<file path="src/rtl/calc_input_sequencer_if.sv">
// calc_input_sequencer_if
// Operand/handshake bundle between the input sequencer and the ALU that
// consumes its requests.
//   A, B      : latched operands
//   Opcode    : latched opcode
//   op_valid  : A/B/Opcode form a complete request
//   alu_ready : consumer accepts the operand set while high
// master = sequencer side, slave = ALU side.
interface calc_input_sequencer_if;
    logic [3:0] A;
    logic [3:0] B;
    logic [3:0] Opcode;
    logic       op_valid;
    logic       alu_ready;

    modport master (
        output A,
        output B,
        output Opcode,
        output op_valid,
        input  alu_ready
    );

    modport slave (
        input  A,
        input  B,
        input  Opcode,
        input  op_valid,
        output alu_ready
    );
endinterface

</file>
<file path="src/rtl/calc_input_sequencer.sv">
// calc_input_sequencer
// Collects operand A, operand B and an opcode from a 4-bit switch bank using
// two raw pushbuttons (enter / back), then offers the complete request to an
// ALU with a valid/ready handshake.
// Ports:
//   fsmClk      : clock, all state updates on the rising edge
//   reset       : synchronous, active-high reset
//   sw          : raw switch value entered as A, B or Opcode
//   btn_enter   : raw asynchronous "accept" button
//   btn_back    : raw asynchronous "go back / cancel" button
//   alu         : master side of the operand/handshake bundle
//   stage       : current state encoding for display
//   entry_error : last opcode entry was rejected
//   issue_count : number of completed handshakes (wraps)
module calc_input_sequencer #(
    parameter int DEBOUNCE_CYCLES = 4
) (
    input  logic                          fsmClk,
    input  logic                          reset,
    input  logic [3:0]                    sw,
    input  logic                          btn_enter,
    input  logic                          btn_back,
    calc_input_sequencer_if.master        alu,
    output logic [1:0]                    stage,
    output logic                          entry_error,
    output logic [7:0]                    issue_count
);

    typedef enum logic [1:0] {
        GET_A  = 2'd0,
        GET_B  = 2'd1,
        GET_OP = 2'd2,
        ISSUE  = 2'd3
    } state_t;

    localparam logic [3:0] DB_LAST = 4'(DEBOUNCE_CYCLES - 1);

    // Index 0 = enter, index 1 = back.
    logic [1:0] btn_raw;
    logic [1:0] sync1;
    logic [1:0] sync2;
    logic [1:0] deb;
    logic [1:0] deb_q;
    logic [3:0] db_cnt [2];
    logic [1:0] press;

    logic enter_ev;
    logic back_ev;

    state_t state;
    state_t state_nxt;

    logic [3:0] a_q;
    logic [3:0] b_q;
    logic [3:0] op_q;
    logic       valid_q;
    logic       err_q;
    logic [7:0] count_q;

    logic [3:0] a_nxt;
    logic [3:0] b_nxt;
    logic [3:0] op_nxt;
    logic       err_nxt;
    logic [7:0] count_nxt;

    logic op_illegal;
    logic handshake;

    assign btn_raw = {btn_back, btn_enter};

    // Two-flop synchronizer for both buttons.
    always_ff @(posedge fsmClk) begin
        if (reset) begin
            sync1 <= '0;
            sync2 <= '0;
        end else begin
            sync1 <= btn_raw;
            sync2 <= sync1;
        end
    end

    // Per-button debounce: the counter measures how long the synced level
    // has disagreed with the accepted level; any agreement restarts it.
    for (genvar i = 0; i < 2; i++) begin : g_debounce
        always_ff @(posedge fsmClk) begin
            if (reset) begin
                db_cnt[i] <= '0;
                deb[i]    <= 1'b0;
            end else if (sync2[i] != deb[i]) begin
                if (db_cnt[i] == DB_LAST) begin
                    deb[i]    <= sync2[i];
                    db_cnt[i] <= '0;
                end else begin
                    db_cnt[i] <= db_cnt[i] + 4'd1;
                end
            end else begin
                db_cnt[i] <= '0;
            end
        end
    end

    // Delayed copy of the debounced level; a press is its rising edge only.
    always_ff @(posedge fsmClk) begin
        if (reset) begin
            deb_q <= '0;
        end else begin
            deb_q <= deb;
        end
    end

    assign press    = deb & ~deb_q;
    assign enter_ev = press[0];
    assign back_ev  = press[1];

    // Opcodes above 4'b1100 do not exist; 4'b1001 is a divide and is
    // refused when the divisor B is zero.
    assign op_illegal = (sw > 4'b1100) || ((sw == 4'b1001) && (b_q == 4'd0));
    assign handshake  = (state == ISSUE) && alu.alu_ready;

    // State register.
    always_ff @(posedge fsmClk) begin
        if (reset) begin
            state <= GET_A;
        end else begin
            state <= state_nxt;
        end
    end

    // Next-state logic. Back wins over enter while collecting; in ISSUE a
    // ready consumer wins over back.
    always_comb begin
        state_nxt = state;
        case (state)
            GET_A: begin
                if (!back_ev && enter_ev) begin
                    state_nxt = GET_B;
                end
            end
            GET_B: begin
                if (back_ev) begin
                    state_nxt = GET_A;
                end else if (enter_ev) begin
                    state_nxt = GET_OP;
                end
            end
            GET_OP: begin
                if (back_ev) begin
                    state_nxt = GET_B;
                end else if (enter_ev && !op_illegal) begin
                    state_nxt = ISSUE;
                end
            end
            ISSUE: begin
                if (alu.alu_ready) begin
                    state_nxt = GET_A;
                end else if (back_ev) begin
                    state_nxt = GET_OP;
                end
            end
            default: state_nxt = GET_A;
        endcase
    end

    // Output logic: next values of the latched operands, error flag and
    // handshake counter.
    always_comb begin
        a_nxt     = a_q;
        b_nxt     = b_q;
        op_nxt    = op_q;
        err_nxt   = err_q;
        count_nxt = count_q;
        case (state)
            GET_A: begin
                if (!back_ev && enter_ev) begin
                    a_nxt = sw;
                end
            end
            GET_B: begin
                if (!back_ev && enter_ev) begin
                    b_nxt = sw;
                end
            end
            GET_OP: begin
                if (!back_ev && enter_ev) begin
                    if (op_illegal) begin
                        err_nxt = 1'b1;
                    end else begin
                        op_nxt  = sw;
                        err_nxt = 1'b0;
                    end
                end
            end
            ISSUE: begin
                if (handshake) begin
                    count_nxt = count_q + 8'd1;
                end
            end
            default: ;
        endcase
    end

    // Output registers; op_valid is registered from the next state so it
    // lines up exactly with stage == ISSUE.
    always_ff @(posedge fsmClk) begin
        if (reset) begin
            a_q     <= '0;
            b_q     <= '0;
            op_q    <= '0;
            err_q   <= 1'b0;
            count_q <= '0;
            valid_q <= 1'b0;
        end else begin
            a_q     <= a_nxt;
            b_q     <= b_nxt;
            op_q    <= op_nxt;
            err_q   <= err_nxt;
            count_q <= count_nxt;
            valid_q <= (state_nxt == ISSUE);
        end
    end

    assign alu.A        = a_q;
    assign alu.B        = b_q;
    assign alu.Opcode   = op_q;
    assign alu.op_valid = valid_q;
    assign stage        = state;
    assign entry_error  = err_q;
    assign issue_count  = count_q;

endmodule
</file>
<file path="src/flat_wrapper.sv">
// flat-port wrapper written by rule: the top's interface ports become plain ports
module calc_input_sequencer_flat 
#(
    parameter int DEBOUNCE_CYCLES = 4
)
  (fsmClk, reset, sw, btn_enter, btn_back, stage, entry_error, issue_count, alu_A, alu_B, alu_Opcode, alu_op_valid, alu_alu_ready);
  calc_input_sequencer_if alu_i ();
  input  logic fsmClk;
  input  logic reset;
  input  logic [3:0] sw;
  input  logic btn_enter;
  input  logic btn_back;
  output logic [1:0] stage;
  output logic entry_error;
  output logic [7:0] issue_count;
  output wire logic [$bits(alu_i.A)-1:0] alu_A;
  output wire logic [$bits(alu_i.B)-1:0] alu_B;
  output wire logic [$bits(alu_i.Opcode)-1:0] alu_Opcode;
  output wire logic [$bits(alu_i.op_valid)-1:0] alu_op_valid;
  input wire logic [$bits(alu_i.alu_ready)-1:0] alu_alu_ready;
  assign alu_A = alu_i.A;
  assign alu_B = alu_i.B;
  assign alu_Opcode = alu_i.Opcode;
  assign alu_op_valid = alu_i.op_valid;
  assign alu_i.alu_ready = alu_alu_ready;
  calc_input_sequencer #(.DEBOUNCE_CYCLES(DEBOUNCE_CYCLES)) u_core (.fsmClk(fsmClk), .reset(reset), .sw(sw), .btn_enter(btn_enter), .btn_back(btn_back), .alu(alu_i), .stage(stage), .entry_error(entry_error), .issue_count(issue_count));
endmodule
</file>
<file path="config.mk">
export PLATFORM = sky130hd
export DESIGN_NAME = calc_input_sequencer_flat
export DESIGN_NICKNAME = d
export VERILOG_FILES = /design/src/rtl/calc_input_sequencer_if.sv /design/src/rtl/calc_input_sequencer.sv /design/src/flat_wrapper.sv
export SDC_FILE = /design/constraint.sdc
export NUM_CORES = 1
export LEC_CHECK = 0
export ABC_AREA = 1
export BUFFER_PORTS_ARGS = -buffer_cell sky130_fd_sc_hd__buf_2
export CORE_MARGIN = 2
export CORE_UTILIZATION = 35
export CTS_CLUSTER_SIZE = 25
export DETAILED_ROUTE_END_ITERATION = 8
export PLACE_DENSITY = 0.6
export SKIP_CTS_REPAIR_TIMING = 1
export SYNTH_ARGS = -nofsm -noshare
export SYNTH_HDL_FRONTEND = slang
export SYNTH_SLANG_ARGS = --single-unit
</file>
<file path="constraint.sdc">
create_clock -name fsmClk -period 2.2 [get_ports fsmClk]
set_input_delay 0.22 -clock fsmClk [delete_from_list [all_inputs] [get_ports fsmClk]]
set_output_delay 0.22 -clock fsmClk [all_outputs]
set_load 0.005 [all_outputs]
</file>
Word-level counts from Yosys, hierarchy flattened
Memory sizes are Yosys's and may differ from the RTL's.
Index checks and enable logic that the tools add are counted.
{"block": "totals", "elab_cells": 90, "mem_count": 1, "out_inout_bits": 24, "ff_bits": 32, "mem_bits_rw": 8}
{"block": "classes", "mux": 39, "order_cmp": 1, "n_bitwise": 9, "eq_ne": 9, "addsub": 3, "reduce_logical": 16}
{"name": "u_core.db_cnt", "depth": 2, "width": 4, "rd": 2, "rd_clocked_by_memory_dff": 0, "write_ports": 2, "line_no": "calc_input_sequencer.sv:44", "rtl": "logic [3:0] db_cnt [2];"}
{"op": "$mux W1", "count": 25}
{"op": "$mux W4", "count": 6}
{"op": "$mux W2", "count": 7}
{"op": "$reduce_and A2 Y1", "count": 6}
{"op": "$add A4 B1 Y4 const B", "count": 2}
{"op": "$add A8 B1 Y8 const B", "count": 1}
{"op": "$eq A4 B2 Y1 const B", "count": 2}
{"op": "$pmux W2 S4", "count": 1}
{"op": "$eq A2 B2 Y1 const B", "count": 3}
{"op": "$or A1 B1 Y1", "count": 6}
{"op": "$eq A4 B4 Y1 const B", "count": 1}
{"op": "$gt A4 B4 Y1 const B", "count": 1}
{"op": "$logic_and A1 B1 Y1", "count": 4}
{"op": "$logic_not A4 Y1", "count": 1}
{"op": "$reduce_and A3 Y1", "count": 1}
{"op": "$and A2 B2 Y2", "count": 1}
{"op": "$eq A2 B1 Y1 const B", "count": 1}
{"op": "$logic_not A1 Y1", "count": 2}
{"op": "$logic_not A2 Y1", "count": 1}
{"op": "$ne A1 B1 Y1", "count": 2}
{"op": "$not A2 Y2", "count": 1}
{"op": "$logic_or A1 B1 Y1", "count": 1}
{"op": "$not A1 Y1", "count": 1}

Depth between registers and ports, before layout
{"block": "logic_depth", "word_depth": 9, "mapped_depth": 8, "ltp_nobuf": 8}

Least setup slack after synthesis
Ideal clock, no wire load.
{"block": "synth_timing", "kind": "reg2reg", "startpoint": "memory u_core.db_cnt[0][0]", "endpoint": "memory u_core.db_cnt[0][2], data pin", "slack_ns": 1.033, "arrival_ns": 1.020, "required_ns": 2.054, "synth_period_minus_slack_ns": 1.167, "stages_incl_launch_ff": 7, "setup_time_ns": 0.146, "path_cell_list": "edfxtp_1 ha_1 nand2_1 nor2_1 inv_1 o211ai_1 a21oi_1"}
{"element": "start: declaration", "line_no": "calc_input_sequencer.sv:44"}

==> flow_summary_export.csv <==
group,metric,value,unit
sta,relSlewSlack,60.5,%
setup_path,reg2reg_slack,0.89,ns
drt,wirelength,3250,um
logic_synthesis,synth-seq-cells,40,
placed_design,io_buffers,32,
sta,finalSetupTns,0,ns
sta,drv_slew,0,
logic_synthesis,yosys-top-cells-area,"dfxtp_1 36%, edfxtp_1 13%, nand2_1 8.8%, inv_1 7.3%, nor2_1 7.3%",
logic_synthesis,syn_inst,225,
logic_synthesis,synth_largest_area_cell,"dfxtp_1",
finish,design_area,0.00214,mm^2
floorplanning,die_h,75.8,um
placed_design,placed_cell_area,0.00206,mm^2
floorplanning,ios,33,
logic_synthesis,yosysWarnings,0,
drt,via_count,1408,
global_route,grt_antenna_before_repair,0,
flow_run,drv_cap,0,
clock_network,clk_latency,0.29,ns
placed_design,gp_congestion,0.796,
power,leakagePower,1.02,nW
clock_network,htree_levels,2,
clock_network,cts.clk_slew.worst_paths,0.07,ns
drt,ant_nets,0,
clock_network,cts.sinks,40,
placed_design,hpwl,2410,um
sta,final.min_clock_period,1.31,ns
finish,fin_util,42.5,%
hold_path,hold_path_startpoint,"btn_back",
logic_synthesis,yosysUniqueCellTypes,28,
sta,hold_viol_final,0,
sta,fmax,0.765,GHz
run_status,outcome,"finished, final reports clean",
setup_path,path_class,"reg2reg",
finish,fill_cells,525,
setup_path,rr_endpoint,"u_core.db_cnt[1][2]",
setup_path,worst_setup_path_end_kind,"flip-flop",
hold_path,holdPathStages,3,
setup_path,cp.required,2.34,ns
power,worst_ir_drop_vdd,370,uV
clock_network,cts_root_buffer,"clkbuf_8",
drt,viasPerCell,4.15,
floorplanning,dieArea,0.00574,mm^2
drt,drtPass1Iterations,4,
sta,finalSetupViolCount,0,
global_route,track_usage,13.0,%
logic_synthesis,synth-seq-area-share,48.9,%
sta,worstMarginPinSlew,0.591,ns
power,powerDensity,605,mW/mm^2
sta,rsz0062_at_grt,"false",
clock_network,cts_tree,"built",
finish,synthToLayoutAreaGrowth,19.0,%
hold_path,holdCritPathClass,"in2reg",
sta,skew,0.00587,ns
setup_path,r2r_start,"u_core.db_cnt[1][0]",
finish,drive_gt1_share,23.4,%
global_route,grt_start_max_net_pins,22,
setup_path,crit_path_start_kind,"flip-flop",
finish,insertedDiodeCount,0,
clock_network,clk_path_buf_depth,2,
setup_path,ff2ff_path_depth,6,
setup_path,worstSetupStartpoint,"u_core.db_cnt[1][0]",
logic_synthesis,synth.avg_cell_area,8.01,um^2
floorplanning,die_w,75.8,um
floorplanning,coreArea,0.00504,mm^2
hold_path,min_to,"u_core.sync1[1]",
logic_synthesis,synthesis.area,0.00180,mm^2
finish,fin_nets,280,
drt,avgRoutedWirePerCell,9.58,um
floorplanning,initial_core_util,35.7,%
logic_synthesis,synth_top_area_share,35.6,%
global_route,grt_pass1_vias,1313,
floorplanning,rows,26,
sta,fin_crit_sh,59.5,%
global_route,grt_pass1_wl,5550,um
drt,drt_iter0_markers,59,
drt,drc,0,
setup_path,arrival,1.45,ns
clock_network,cts_buffers,5,
setup_path,critPathMaxFanout,4,
global_route,overflow,0,
==> worst max path at each step <==
stage / to / slack (ns) / depth (start not counted)
2_1_floorplan: u_core.db_cnt[0][2] / 1.03 / 6
3_3_place_gp: u_core.db_cnt[1][2] / 0.79 / 4
3_5_place_dp: u_core.db_cnt[1][2] / 0.71 / 4
4_1_cts: u_core.db_cnt[1][2] / 0.86 / 6
5_1_grt: u_core.db_cnt[1][2] / 0.72 / 6
6_report: u_core.db_cnt[1][2] / 0.89 / 6
==> synthesized netlist by cell type (all sizes together) <==
| library cell | n |
|---|---|
| nor2 | 43 |
| o211a | 1 |
| or2 | 2 |
| conb | 1 |
| dfxtp | 32 |
| nand3 | 9 |
| nor3 | 1 |
| buf | 1 |
| nand3b | 1 |
| ha | 3 |
| xor2 | 3 |
| o21ai | 10 |
| edfxtp | 8 |
| inv | 37 |
| o211ai | 1 |
| clkbuf | 2 |
| a21oi | 21 |
| nand2 | 49 |
==> cells in the final DEF, fill, tap and decap left out <==
cell type and instances:
nand3_2 1, o211a_1 1, nor2_2 3, o21ai_0 5, clkbuf_1 2, a21oi_1 17, clkinv_2 1, nand3b_1 1
clkbuf_8 5, o211ai_1 1, nor2_8 1, nand3_1 7, nand2_2 5, o21ai_1 5, nand2_1 42, buf_2 32
ha_1 3, conb_1 8, nand2_4 2, nor3_1 1, edfxtp_1 8, nor2_1 35, a21oi_2 4, inv_2 2
xor2_1 3, inv_1 35, dfxtp_1 32, nor2_4 4, or2_2 2, nand3_4 1
==> power by group <==
| part | internal [W] | total (W) | leakage, nW | switching [W] |
|---|---|---|---|---|
| combinational | 0.0000242 | 0.0000700 | 0.636 | 0.0000457 |
| clock | 0.000222 | 0.000459 | 0.0422 | 0.000236 |
| sequential | 0.000761 | 0.000770 | 0.341 | 0.00000856 |
==> layout make-up <==
type | count | area, um^2 | area share (%)
Sequential cell | 40 | 881 | 41.1
Multi-Input combinational cell | 152 | 796 | 37.1
Inverter | 37 | 139 | 6.48
Clock inverter | 1 | 5.00 | 0.233
Clock buffer | 7 | 76.3 | 3.56
Timing Repair Buffer | 32 | 160 | 7.47
Tap cell | 70 | 87.6 | 4.08
==> cells by family after synthesis <==
group | count (synthesis) | synth area share [%]
AOI/OAI and AO/OA | 33 | 10.4
xor gates and xnor gates | 3 | 1.46
adders and majority gates | 3 | 2.08
buffers and inverters | 40 | 8.40
DFF | 40 | 48.9
other | 1 | 0.208
and+or+nand+nor | 105 | 28.5
==> state kept, by name (all words and copies together), names as in the netlist <==
signal	flops
u_core.alu.A	4
u_core.alu.B	4
u_core.alu.Opcode	4
u_core.alu.op_valid	1
u_core.db_cnt	8
u_core.deb	2
u_core.deb_q	2
u_core.entry_error	1
u_core.issue_count	8
u_core.stage	2
u_core.sync1	2
u_core.sync2	2
==> critical path: stages (launching register included) <==
cell	delay, ns
edfxtp_1	0.41
ha_1	0.23
nand2_1	0.08
nor2_1	0.05
inv_1	0.09
nand3_1	0.14
a21oi_1	0.17
==> metrics by stage <==
stage          hold WS (ns)  cells  setup WS, ns  power (W)
4_1_cts               0.136    339         0.857    0.00132
6_report              0.145    339         0.892    0.00130
5_1_grt               0.142    339         0.724    0.00136
2_1_floorplan         0.282    232          1.03   0.000833
3_5_place_dp          0.398    331         0.713   0.000856
3_3_place_gp          0.389    331         0.793   0.000856
==> layer usage <==
metal | global-route usage, % | part of all wire [%] | up-vias | wire (um)
li1 | - | - | 778 | -
met1 | 16.1 | 50 | 596 | 1620
met2 | 20.4 | 43 | 28 | 1400
met3 | 4.10 | 4.6 | 6 | 148
met4 | 6.43 | 2.4 | 0 | 78
met5 | 0 | 0 | - | 0
(Power assumes the default switching activity.)
